File: src/rtl/branch_predictor.sv
// Bimodal branch predictor: direct-mapped table of 2-bit saturating counters,
// combinational decode lookup, execute-stage training, registered mispredict redirect.

module bp_ctr #(
  parameter logic [1:0] INIT_CNT = 2'b01
) (
  input  logic       clk,
  input  logic       rst,
  input  logic       upd,
  input  logic       taken,
  output logic [1:0] cnt
);
  always_ff @(posedge clk or posedge rst) begin
    if (rst)
      cnt <= INIT_CNT;
    else if (upd) begin
      if (taken)
        cnt <= (cnt == 2'd3) ? 2'd3 : cnt + 2'd1;
      else
        cnt <= (cnt == 2'd0) ? 2'd0 : cnt - 2'd1;
    end
  end
endmodule

module branch_predictor #(
  parameter int         IDX_W    = 6,
  parameter logic [1:0] INIT_CNT = 2'b01
) (
  input  logic        clk,
  input  logic        rst,
  input  logic [31:0] id_pc,
  input  logic        id_branch,
  output logic        id_pred_taken,
  input  logic        ex_valid,
  input  logic        ex_kill,
  input  logic [31:0] ex_pc,
  input  logic        ex_pred_taken,
  input  logic        ex_taken,
  input  logic [31:0] ex_target,
  output logic        redirect,
  output logic [31:0] redirect_pc,
  output logic [31:0] br_cnt,
  output logic [31:0] miss_cnt
);
  localparam int ENTRIES = 1 << IDX_W;

  logic [ENTRIES-1:0][1:0] tbl;
  logic [ENTRIES-1:0]      upd;
  logic [IDX_W-1:0]        id_idx;
  logic [IDX_W-1:0]        ex_idx;
  logic                    eff;
  logic                    miss;

  assign id_idx = id_pc[IDX_W+1:2];
  assign ex_idx = ex_pc[IDX_W+1:2];
  assign eff    = ex_valid & ~ex_kill;
  assign miss   = eff & (ex_taken != ex_pred_taken);

  // Tag-less lookup: aliasing PCs share an entry by design.
  assign id_pred_taken = id_branch & tbl[id_idx][1];

  // One-hot write enable; gated by eff so X on ex_* cannot disturb the table.
  always_comb begin
    upd = '0;
    if (eff) upd[ex_idx] = 1'b1;
  end

  genvar g;
  generate
    for (g = 0; g < ENTRIES; g++) begin : g_ent
      bp_ctr #(.INIT_CNT(INIT_CNT)) u_ctr (
        .clk  (clk),
        .rst  (rst),
        .upd  (upd[g]),
        .taken(ex_taken),
        .cnt  (tbl[g])
      );
    end
  endgenerate

  // Redirect skips the delay slot on a not-taken correction.
  always_ff @(posedge clk or posedge rst) begin
    if (rst) begin
      redirect    <= 1'b0;
      redirect_pc <= '0;
    end else begin
      redirect <= miss;
      if (miss)
        redirect_pc <= ex_taken ? ex_target : ex_pc + 32'd8;
    end
  end

  always_ff @(posedge clk or posedge rst) begin
    if (rst) begin
      br_cnt   <= '0;
      miss_cnt <= '0;
    end else begin
      if (eff && br_cnt != 32'hFFFF_FFFF)    br_cnt   <= br_cnt + 32'd1;
      if (miss && miss_cnt != 32'hFFFF_FFFF) miss_cnt <= miss_cnt + 32'd1;
    end
  end

  logic unused_pc_bits;
  assign unused_pc_bits = ^{id_pc[31:IDX_W+2], id_pc[1:0], ex_pc[31:IDX_W+2], ex_pc[1:0]};
endmodule

File: config.mk
export PLATFORM = sky130hd
export DESIGN_NAME = branch_predictor
export DESIGN_NICKNAME = d
export VERILOG_FILES = /design/src/rtl/branch_predictor.sv
export SDC_FILE = /design/constraint.sdc
export NUM_CORES = 1
export LEC_CHECK = 0
export ABC_AREA = 1
export CAP_MARGIN = 20
export CORE_ASPECT_RATIO = 0.5
export CORE_UTILIZATION = 45
export DETAILED_ROUTE_END_ITERATION = 8
export DONT_BUFFER_PORTS = 1
export SETUP_SLACK_MARGIN = 0.4
export SYNTH_ARGS = -nofsm -noshare
export SYNTH_HDL_FRONTEND = slang
export SYNTH_HIERARCHICAL = 1
export SYNTH_SLANG_ARGS = --single-unit
File: constraint.sdc
create_clock -name clk -period 7.44 [get_ports clk]
set_input_delay 1.488 -clock clk [delete_from_list [all_inputs] [get_ports clk]]
set_output_delay 1.488 -clock clk [all_outputs]
set_load 0.02 [all_outputs]
==> run metrics <==
vias in the first global route=11460; CTS Root Cell=clkbuf_16; Port Buffers=0; Synth Flop Type=dfrtp_1; crit path max fanout=33; Clock transition at path regs=60 ps; die area=between 30000 and 40000 µm²; ant diodes=0; Cell Rows=45; dpl ws=2491 ps; DP Wirelength=25.91 mm; layout net count=2262; Power Dens Cells=206.4 nW/µm²; cell with the most instances after synthesis=nand2_1; RePlAce Congestion=roughly 0.91; Area Growth Syn to Fin=8.757%; crit path DAT=between 3000 and 4000 ps; # DRC=0; mapped cell area=14090 µm²; Syn Nets=2267; Max Clock Skew=~9.9 ps; RR Startpoint=miss_cnt[0]; Via Count=12601; layout cells sized above 1=between 9 and 10%; leading area contributor after synthesis=dfrtp_1; DR WL/cell=~14 µm; Synth Area in Simple Gates=around 44%; CP cell instances=inv_1, buf_8, nand2_1, nand3_1, nand3_1, nand2_1, nand2_1, nand3_1, nand3_1, a21oi_1; library cells used by synthesis=40; Worst Setup End Kind=output pin; LEAKAGE=7.520 nW; CP most frequent cell=nand3_1; Final min period=~4700 ps; core area=30570 µm²; Rel. slew slack=around 48%; Hold WS=472.3 ps; die height=127.1 µm; H-Tree Depth=1; critical path required time=roughly 6000 ps; worst hold path class=reg2reg; Worst Tran Pin Value=about 790 ps; crit path from=id_pc[2]; Gate Count Post-Synth=2158; adder-cell share of the synthesized area=0.5329%; DR vias/cell=4.858; Post-synth EDFFs=0; initial core utilization=46.08%; total gr overflow=0; Crit path max-delay family=buffers and inverters; top post-synthesis cells by count=953 x nand2_1, 287 x inv_1, 220 x nor2_1, 161 x dfrtp_1, 121 x nand3_1; largest family of logic cells by synthesized area=simple AND/OR/NAND/NOR gates; Mean Syn Cell Area=6.529 µm²; TritonCTS Buffers=24; unrepaired setup endpoints after global routing=false; Fin. Hold Viols=0; Final Setup Violations=0; DRT Pass-1 Iters=7; Post-CTS Setup Bufs=0; Final Power=3.163 mW; maximum vdd ir drop=108.4 µV; Max Clk Rate=0.2122 GHz; largest net degree at the start of global routing=145; Final WS setup=2729 ps; ANT nets after route=0; Compound-Gate Fraction of Synth Area=~3.3%; routed wire length=around 36 mm; TritonCTS clock tree=done; Worst Setup Start Kind=input port; kind of critical path=in2out; initial DRC count=826; Area contributors post-synth=dfrtp_1 29%, nand2_1 25%, dfstp_2 12%, inv_1 7.6%, nor2_1 5.9%; ys async rst share=100.0%; Synth top area share=28.60%; clock sink total=225; post-route clock period utilization=63.33%; Worst Path Buf+Inv=2; Max Cap Viol=0; final slew viol count=0; status=finished, final reports clean; gr usage total=22.90%; Synthesis Warnings=6; CP peak stage delay=450 ps; XOR/XNOR Fraction of Synth Area=2.673%; Hold-fix buffers, CTS=0; fraction of synthesized area in multiplexers=0%; setup TNS=0 ps; Longest Clk Path Bufs=3; HP Start=g_ent[42].u_ctr/cnt[0]; sequential share of the synthesized area=about 41%; post-cts resize count=0; flops & latches, synth=225; worst-skew pair later-pin latency=530 ps; first-pass GRT wire length=59.47 mm; die width=252.2 µm; Slowest cell on crit path=inv_1; initial antenna violation count=0; io pins=around 200
==> power breakdown <==
part	switching [mW]	internal, mW	leakage, nW	total (mW)
Clock	0.509	0.780	0.410	1.29
Combinational	0.199	0.116	4.30	0.315
Sequential	0.209	1.35	2.81	1.56
==> registers in the layout, summed over array words and instances (netlist names) <==
| signal | flops |
|---|---|
| g_ent.u_ctr/cnt | 128 |
| br_cnt | 32 |
| miss_cnt | 32 |
| redirect_pc | 32 |
| redirect | 1 |
==> logic make-up after synthesis <==
| logic type | after synthesis |
|---|---|
| AOI/OAI and AO/OA | 88 |
| xor gates and xnor gates | 43 |
| adders and majority gates | 6 |
| buffers and inverters | 331 |
| DFF | 225 |
| and+or+nand+nor | 1465 |
==> worst min-delay path, stage by stage, from the launching register on <==
cell     delay [ps]
dfstp_2         370
nand2_1          50
nand2_1          40
==> path summary, 6_finish.rpt <==
check	to	slack (ps)	depth (start not counted)
max in group asynchronous	br_cnt[7]	5750	3
min	g_ent[42].u_ctr/cnt[0]	470	2
min in group asynchronous	g_ent[53].u_ctr/cnt[1]	700	1
max	id_pred_taken	2730	10
max reg2reg	miss_cnt[29]	5140	10
min reg2reg	g_ent[42].u_ctr/cnt[0]	470	2
==> cells in the final DEF (no fill, tap or decap), types with 2 or more instances in the layout <==
master	instances
dfstp_2	64
o21ai_0	44
o31ai_1	3
dfrtp_1	161
nand3_1	121
a21boi_0	2
clkbuf_8	6
o211ai_1	5
inv_1	285
nor3_1	38
nand4_1	21
nor2_2	68
ha_1	6
nor2_4	6
clkbuf_16	25
nand3b_1	10
or2_2	3
o21ai_1	21
inv_2	6
nand2_2	11
buf_4	3
clkbuf_1	7
a21oi_1	11
nand2_4	2
clkinv_2	2
nor2_1	220
bufinv_16	3
xnor2_1	10
nand2_1	952
xor2_1	33
nor4_1	6
inv_4	3
==> metal layers <==
metal | share of wire (%) | global-route usage, % | vias up
met5 | 0 | 0 | -
met2 | 46 | 37.89 | 251
met4 | 1.5 | 3.850 | 0
li1 | - | - | 6551
met3 | 6.0 | 4.421 | 32
met1 | 47 | 31.63 | 5767
==> metrics by stage <==
stage          cell area [µm²]  instances  util [%]
2_1_floorplan            14090       2158         -
3_3_place_gp             14440       2548     47.22
3_5_place_dp             14440       2548     47.22
4_1_cts                  15280       2592     49.98
5_1_grt                  15320       2594     50.12
6_report                 15320       2594     50.12
==> final cells by class <==
class,count,area [µm²]
Fill cell,3116,15250
Sequential cell,225,5710
Timing Repair Buffer,5,65.06
Multi-Input combinational cell,1602,7061
Clock inverter,6,107.6
Inverter,295,1115
Clock buffer,38,734.5
Tap cell,423,529.3
Power figures use the tool's default switching activity.
